[config.mk]
export PLATFORM = sky130hd
export DESIGN_NAME = inst_fetch_decode_flat
export DESIGN_NICKNAME = d
export VERILOG_FILES = /design/src/rtl/inst_fetch_decode_if.sv /design/src/rtl/inst_fetch_decode.sv /design/src/flat_wrapper.sv
export SDC_FILE = /design/constraint.sdc
export NUM_CORES = 1
export LEC_CHECK = 0
export CORE_MARGIN = 3
export CORE_UTILIZATION = 51
export DETAILED_ROUTE_END_ITERATION = 8
export PLACE_DENSITY = 0.89
export SLEW_MARGIN = 40
export SYNTH_ARGS = -nofsm -noshare
export SYNTH_HDL_FRONTEND = slang
export SYNTH_SLANG_ARGS = --single-unit
[constraint.sdc]
create_clock -name clock -period 4.2 [get_ports clock]
set_input_delay 0.63 -clock clock [delete_from_list [all_inputs] [get_ports clock]]
set_output_delay 0.63 -clock clock [all_outputs]
set_load 0.1 [all_outputs]
[src/rtl/inst_fetch_decode_if.sv]
// inst_fetch_decode_if: PC-controller, instruction-memory and dispatch signals of the fetch/decode stage
interface inst_fetch_decode_if #(parameter int ADDRW = 32);
    logic [ADDRW-1:0] pc;
    logic             pcValid;
    logic             fetchReady;
    logic             flush;
    logic             imemReq;
    logic [ADDRW-1:0] imemAddr;
    logic             imemAck;
    logic [31:0]      imemData;
    logic             instValid;
    logic             dispatchReady;
    logic [ADDRW-1:0] instPc;
    logic [6:0]       operatorType;
    logic [2:0]       operatorSubType;
    logic             operatorFlag;
    logic [4:0]       rd;
    logic [4:0]       rs1;
    logic [4:0]       rs2;
    logic [31:0]      imm;
    logic             illegal;
    modport master (
        output pc, pcValid, flush, imemAck, imemData, dispatchReady,
        input  fetchReady, imemReq, imemAddr, instValid, instPc, operatorType,
               operatorSubType, operatorFlag, rd, rs1, rs2, imm, illegal
    );
    modport slave (
        input  pc, pcValid, flush, imemAck, imemData, dispatchReady,
        output fetchReady, imemReq, imemAddr, instValid, instPc, operatorType,
               operatorSubType, operatorFlag, rd, rs1, rs2, imm, illegal
    );
endinterface

[src/rtl/inst_fetch_decode.sv]
// inst_fetch_decode: fetches one instruction per accepted PC, queues {pc, inst} in order and decodes the head
module inst_fetch_decode #(
    parameter int QDEPTH = 4,
    parameter int ADDRW  = 32
) (
    input logic clock,
    input logic resetn,
    inst_fetch_decode_if.slave bus
);
    localparam int PW = $clog2(QDEPTH);
    localparam int CW = PW + 1;
    typedef enum logic [1:0] {IDLE, REQ, DRAIN} state_t;
    state_t           state, state_n;
    logic [ADDRW-1:0] addr, addr_n;
    logic [ADDRW-1:0] pcq [QDEPTH];
    logic [31:0]      iq [QDEPTH];
    logic [PW-1:0]    wp, rp;
    logic [CW-1:0]    count;
    logic             fetch_ready, push, pop, valid, legal;
    logic [31:0]      inst, imm;
    logic [6:0]       op;
    always_comb begin
        state_n = state;
        addr_n = addr;
        fetch_ready = 1'b0;
        case (state)
            IDLE: begin
                fetch_ready = resetn && count < CW'(QDEPTH) && !bus.flush;
                if (bus.pcValid && fetch_ready) begin
                    state_n = REQ;
                    addr_n = bus.pc;
                end
            end
            // an ack in a flush cycle still completes the fetch; its data is simply not pushed
            REQ: state_n = bus.imemAck ? IDLE : bus.flush ? DRAIN : REQ;
            DRAIN: state_n = bus.imemAck ? IDLE : DRAIN;
            default: state_n = IDLE;
        endcase
    end
    assign push = state == REQ && bus.imemAck && !bus.flush;
    assign pop = valid && bus.dispatchReady && !bus.flush;
    always_ff @(posedge clock or negedge resetn) begin
        if (!resetn) begin
            state <= IDLE;
            addr <= '0;
            wp <= '0;
            rp <= '0;
            count <= '0;
        end else begin
            state <= state_n;
            addr <= addr_n;
            if (bus.flush) begin
                wp <= '0;
                rp <= '0;
                count <= '0;
            end else begin
                if (push) wp <= wp + 1'b1;
                if (pop) rp <= rp + 1'b1;
                count <= count + CW'(push) - CW'(pop);
            end
        end
    end
    always_ff @(posedge clock) begin
        if (push) begin
            pcq[wp] <= addr;
            iq[wp] <= bus.imemData;
        end
    end
    assign valid = count != '0;
    assign inst = valid ? iq[rp] : '0;
    assign op = inst[6:0];
    always_comb begin
        imm = '0;
        legal = 1'b1;
        case (op)
            7'b0010011, 7'b0000011, 7'b1100111: imm = {{20{inst[31]}}, inst[31:20]};
            7'b0100011: imm = {{20{inst[31]}}, inst[31:25], inst[11:7]};
            7'b1100011: imm = {{19{inst[31]}}, inst[31], inst[7], inst[30:25], inst[11:8], 1'b0};
            7'b0110111, 7'b0010111: imm = {inst[31:12], 12'b0};
            7'b1101111: imm = {{11{inst[31]}}, inst[31], inst[19:12], inst[20], inst[30:21], 1'b0};
            7'b0110011: imm = '0;
            default: legal = 1'b0;
        endcase
    end
    assign bus.fetchReady = fetch_ready;
    assign bus.imemReq = state != IDLE;
    assign bus.imemAddr = addr;
    assign bus.instValid = valid;
    assign bus.instPc = valid ? pcq[rp] : '0;
    assign bus.operatorType = op;
    assign bus.operatorSubType = inst[14:12];
    assign bus.operatorFlag = inst[30];
    assign bus.rd = inst[11:7];
    assign bus.rs1 = inst[19:15];
    assign bus.rs2 = inst[24:20];
    assign bus.imm = imm;
    assign bus.illegal = valid && !legal;
endmodule

[src/flat_wrapper.sv]
// flat-port wrapper written by rule: the top's interface ports become plain ports
module inst_fetch_decode_flat 
#(
    parameter int QDEPTH = 4,
    parameter int ADDRW  = 32
)
  (clock, resetn, bus_pc, bus_pcValid, bus_flush, bus_imemAck, bus_imemData, bus_dispatchReady, bus_fetchReady, bus_imemReq, bus_imemAddr, bus_instValid, bus_instPc, bus_operatorType, bus_operatorSubType, bus_operatorFlag, bus_rd, bus_rs1, bus_rs2, bus_imm, bus_illegal);
  inst_fetch_decode_if #(.ADDRW(ADDRW)) bus_i ();
  input logic clock;
  input logic resetn;
  input wire logic [$bits(bus_i.pc)-1:0] bus_pc;
  input wire logic [$bits(bus_i.pcValid)-1:0] bus_pcValid;
  input wire logic [$bits(bus_i.flush)-1:0] bus_flush;
  input wire logic [$bits(bus_i.imemAck)-1:0] bus_imemAck;
  input wire logic [$bits(bus_i.imemData)-1:0] bus_imemData;
  input wire logic [$bits(bus_i.dispatchReady)-1:0] bus_dispatchReady;
  output wire logic [$bits(bus_i.fetchReady)-1:0] bus_fetchReady;
  output wire logic [$bits(bus_i.imemReq)-1:0] bus_imemReq;
  output wire logic [$bits(bus_i.imemAddr)-1:0] bus_imemAddr;
  output wire logic [$bits(bus_i.instValid)-1:0] bus_instValid;
  output wire logic [$bits(bus_i.instPc)-1:0] bus_instPc;
  output wire logic [$bits(bus_i.operatorType)-1:0] bus_operatorType;
  output wire logic [$bits(bus_i.operatorSubType)-1:0] bus_operatorSubType;
  output wire logic [$bits(bus_i.operatorFlag)-1:0] bus_operatorFlag;
  output wire logic [$bits(bus_i.rd)-1:0] bus_rd;
  output wire logic [$bits(bus_i.rs1)-1:0] bus_rs1;
  output wire logic [$bits(bus_i.rs2)-1:0] bus_rs2;
  output wire logic [$bits(bus_i.imm)-1:0] bus_imm;
  output wire logic [$bits(bus_i.illegal)-1:0] bus_illegal;
  assign bus_i.pc = bus_pc;
  assign bus_i.pcValid = bus_pcValid;
  assign bus_i.flush = bus_flush;
  assign bus_i.imemAck = bus_imemAck;
  assign bus_i.imemData = bus_imemData;
  assign bus_i.dispatchReady = bus_dispatchReady;
  assign bus_fetchReady = bus_i.fetchReady;
  assign bus_imemReq = bus_i.imemReq;
  assign bus_imemAddr = bus_i.imemAddr;
  assign bus_instValid = bus_i.instValid;
  assign bus_instPc = bus_i.instPc;
  assign bus_operatorType = bus_i.operatorType;
  assign bus_operatorSubType = bus_i.operatorSubType;
  assign bus_operatorFlag = bus_i.operatorFlag;
  assign bus_rd = bus_i.rd;
  assign bus_rs1 = bus_i.rs1;
  assign bus_rs2 = bus_i.rs2;
  assign bus_imm = bus_i.imm;
  assign bus_illegal = bus_i.illegal;
  inst_fetch_decode #(.QDEPTH(QDEPTH), .ADDRW(ADDRW)) u_core (.clock(clock), .resetn(resetn), .bus(bus_i));
endmodule
==> summary.md <==
| Metric | Value |
|---|---|
| Outcome | `completed` |
| Worst Reg-to-Reg Cells | `13` |
| Power share of the sequential group | `0.357` |
| Fillers | `1499` |
| Post-synth cell types | `47` |
| Count of max-cap constraint violations | `0` |
| Clock buffer count from CTS | `28` |
| Static Leak | `5.34 nW` |
| Post-synth top area cell | `edfxtp_1` |
| Slack of the worst reg-to-reg path | `1290 ps` |
| DP HPWL | `16100 µm` |
| Final setup TNS | `0 ps` |
| Slew @ Worst Pin | `827 ps` |
| Clock skew | `10.0 ps` |
| Crit. End Element | `primary output` |
| Via density per instance | `5.54` |
| CTS tree | `built` |
| FMAX | `254 MHz` |
| Clk Latency, worst-skew pair | `520 ps` |
| Worst slew margin relative to its limit | `0.448` |
| Predominant post-synthesis flop cell | `edfxtp_1` |
| # port buffers | `195` |
| DP Worst Slack | `828 ps` |
| Proportion of layout cells with a drive suffix above 1 | `0.340` |
| Reg2reg start | `u_core.count[2]$_DFF_PN0_` |
| RSZ-0062 raised after global routing | `no` |
| Crit-path max cell delay | `690 ps` |
| Post-synth top area share | `0.639` |
| Syn_area_per_cell | `18.6 µm²` |
| Crit path required time | `3570 ps` |
| Number of synthesized flops with an enable pin | `256` |
| H-tree depth | `1` |
| FF-to-FF End | `u_core.count[2]$_DFF_PN0_` |
| First-pass DRT Iterations | `5` |
| Total routed wirelength | `25100 µm` |
| Resize count post-CTS | `0` |
| Synth top area cells | `edfxtp_1, mux4_2, dfrtp_1` |
| P_sw | `4.77 mW` |
| First-pass GRT wire length | `39000 µm` |
| Synth Instances | `645` |
| Die area | `0.0255 mm²` |
| Hold Path Class | `in -> async` |
| Postcts setup bufs | `0` |
| Routed len/inst | `21.2 µm` |
| Synthesized area | `0.0120 mm²` |
| Via count | `6564` |
| Setup-failing EPs final | `0` |
| Initial Utilization | `0.525` |
| PwrDens | `706 mW/mm²` |
| IO Count | `196` |
| Fin. Hold Viols | `0` |
| Clock power share | `0.232` |
| Crit path DAT | `3300 ps` |
| Final WS setup | `265 ps` |
| CP max FO | `23` |
| Synth Register Bits | `297` |
| DRT antenna net count | `0` |
| GRT overflow | `0` |
| Async set-reset flop share out of synthesis | `0.138` |
| Seq/Total Area, Yosys | `0.724` |
| Syn nets | `722` |
| Vias in the first global route | `6804` |
| Hold WS | `233 ps` |
| Drt initial violations | `491` |
| GRT Util Overall | `0.195` |
| Die Y | `160 µm` |
| Nets | `925` |
| Clock transition at path regs | `60 ps` |
| Cts hold-fix bufs | `0` |
| Gp weighted congestion | `0.863` |
| Total of warnings raised by yosys | `0` |
| Crit-path cells | `mux4_2 > nor3_1 > nand2_1 > o22ai_1 > buf_12` |
| Slowest cell on the critical path | `dfrtp_4` |
| Die Wd | `160 µm` |
| Combinational Power Share | `0.411` |
| Num rows | `55` |
| Clock sink count | `297` |
| Core area | `0.0229 mm²` |
| DRC viols | `0` |
| Initial antenna violation count | `2` |
| Pint | `6.06 mW` |
| Max-slew violations | `0` |
| CP startpoint kind | `flip-flop` |
| Root Driver | `clkbuf_16` |
| Largest net degree at the start of global routing | `67` |
| Sequential Area | `0.00872 mm²` |
| CP Class | `reg -> out` |
| Fin crit share | `0.937` |
| Area Growth Syn to Fin | `27.6%` |
| Switch share | `0.440` |
| Minimum clock period | `3930 ps` |
| Peak supply drop | `0.000632 V` |
| Max Root-Sink Buffers | `3` |
| Multi-input logic area | `0.00311 mm²` |
worst max path at each step:
stage                                         from          end  slack (ps)
final                     u_core.rp[0]$_DFFE_PN0P_  bus_imm[28]         270
after global routing      u_core.rp[0]$_DFFE_PN0P_  bus_imm[20]          50
after CTS                 u_core.rp[0]$_DFFE_PN0P_  bus_imm[14]         250
after detailed placement  u_core.rp[0]$_DFFE_PN0P_  bus_imm[20]         830
after global placement    u_core.rp[0]$_DFFE_PN0P_  bus_imm[20]         920
after floorplan           u_core.rp[0]$_DFFE_PN0P_  bus_imm[13]        -970
metal layers:
metal	routed length [µm]	global-route usage	part of all wire	vias to the layer above
met1	10000	0.252	0.40	3285
met4	568	0.0549	0.023	2
met5	13	0	0.00052	-
met3	2010	0.0471	0.080	50
met2	12500	0.332	0.50	283
li1	-	-	-	2944
final cells by class:
type | count | area share
sequential | 297 | 0.568
multi-input combinational | 298 | 0.202
timing repair buffer | 207 | 0.139
clock buffer | 37 | 0.0506
tap | 313 | 0.0255
clock inverter | 15 | 0.0104
inverter | 16 | 0.00391
antenna | 1 | 0.000163
kinds of logic (layout without fill, tap and decap cells):
group / Yosys count / after routing / synth area share
muxes: 98 / 98 / 0.143
xor gates and xnor gates: 5 / 5 / 0.00364
buffers and inverters: 50 / 275 / 0.0188
and+or+nand+nor: 139 / 139 / 0.0698
AOI/OAI and AO/OA: 49 / 49 / 0.0321
DFF: 297 / 297 / 0.724
adders and majority gates: 7 / 7 / 0.00791
other: 0 / 1 / 0
power groups by stage:
stage               clock network [mW]  logic (mW)  registers [mW]
floorplan                            0        2.55            4.92
detailed placement                   0        4.48            3.93
global placement                     0        4.59            3.90
CTS                               2.55        4.49            3.87
global route                      2.67        4.61            3.92
finish                            2.51        4.46            3.87
layout by cell type, fill, tap and decap left out, drive strengths merged, types with 2 or more instances in the layout:
cell type and n:
a211oi 8, a21oi 4, a22oi 4, and2 54
buf 139, bufinv 3, clkbuf 37, clkdlybuf4s50 68
clkinv 8, clkinvlp 3, dfrtp 41, edfxtp 256
ha 6, inv 17, mux2 33, mux2i 9
mux4 56, nand2 24, nand3 7, nor2 18
nor2b 11, nor3 13, nor4 3, nor4b 2
nor4bb 2, o211ai 3, o21ai 6, o22ai 12
o41ai 8, or2 2, xnor2 2, xor2 3
critical path, delay by kind of cell, from the launching register on:
kind | cells | cell delay (ps)
AOI/OAI and AO/OA | 1 | 370
and+or+nand+nor | 2 | 780
DFF | 1 | 690
muxes | 1 | 690
buffers and inverters | 1 | 220
Yosys cell counts (3+ instances only):
cell type,instances
mux4_2,56
nand3_1,7
a22oi_1,3
o21ai_0,5
ha_1,6
nor2_1,17
buf_2,10
o22ai_1,9
o22ai_2,3
xor2_1,3
inv_1,16
o41ai_1,8
buf_4,3
clkbuf_1,15
edfxtp_1,256
nor2b_1,11
a21oi_1,3
mux2_2,33
nor3_1,12
dfrtp_1,41
and2_1,54
buf_1,4
mux2i_1,9
nand2_1,24
nor4_4,3
a211oi_1,8
through the flow:
step / instance area [µm²] / power, mW / util / std cells
finish: 15300 / 10.8 / 0.670 / 1184
global route: 15300 / 11.2 / 0.670 / 1184
CTS: 15300 / 10.9 / 0.669 / 1183
detailed placement: 14400 / 8.41 / 0.629 / 1131
global placement: 14600 / 8.49 / 0.636 / 1131
floorplan: 12000 / 7.47 / - / 645
flip-flops by register name (all words and copies together), names as in the netlist:
register	cells
u_core.iq	128
u_core.count	3
u_core.state	2
u_core.bus.imemAddr	32
u_core.wp	2
u_core.pcq	128
u_core.rp	2
Power figures use the tool's default switching activity.
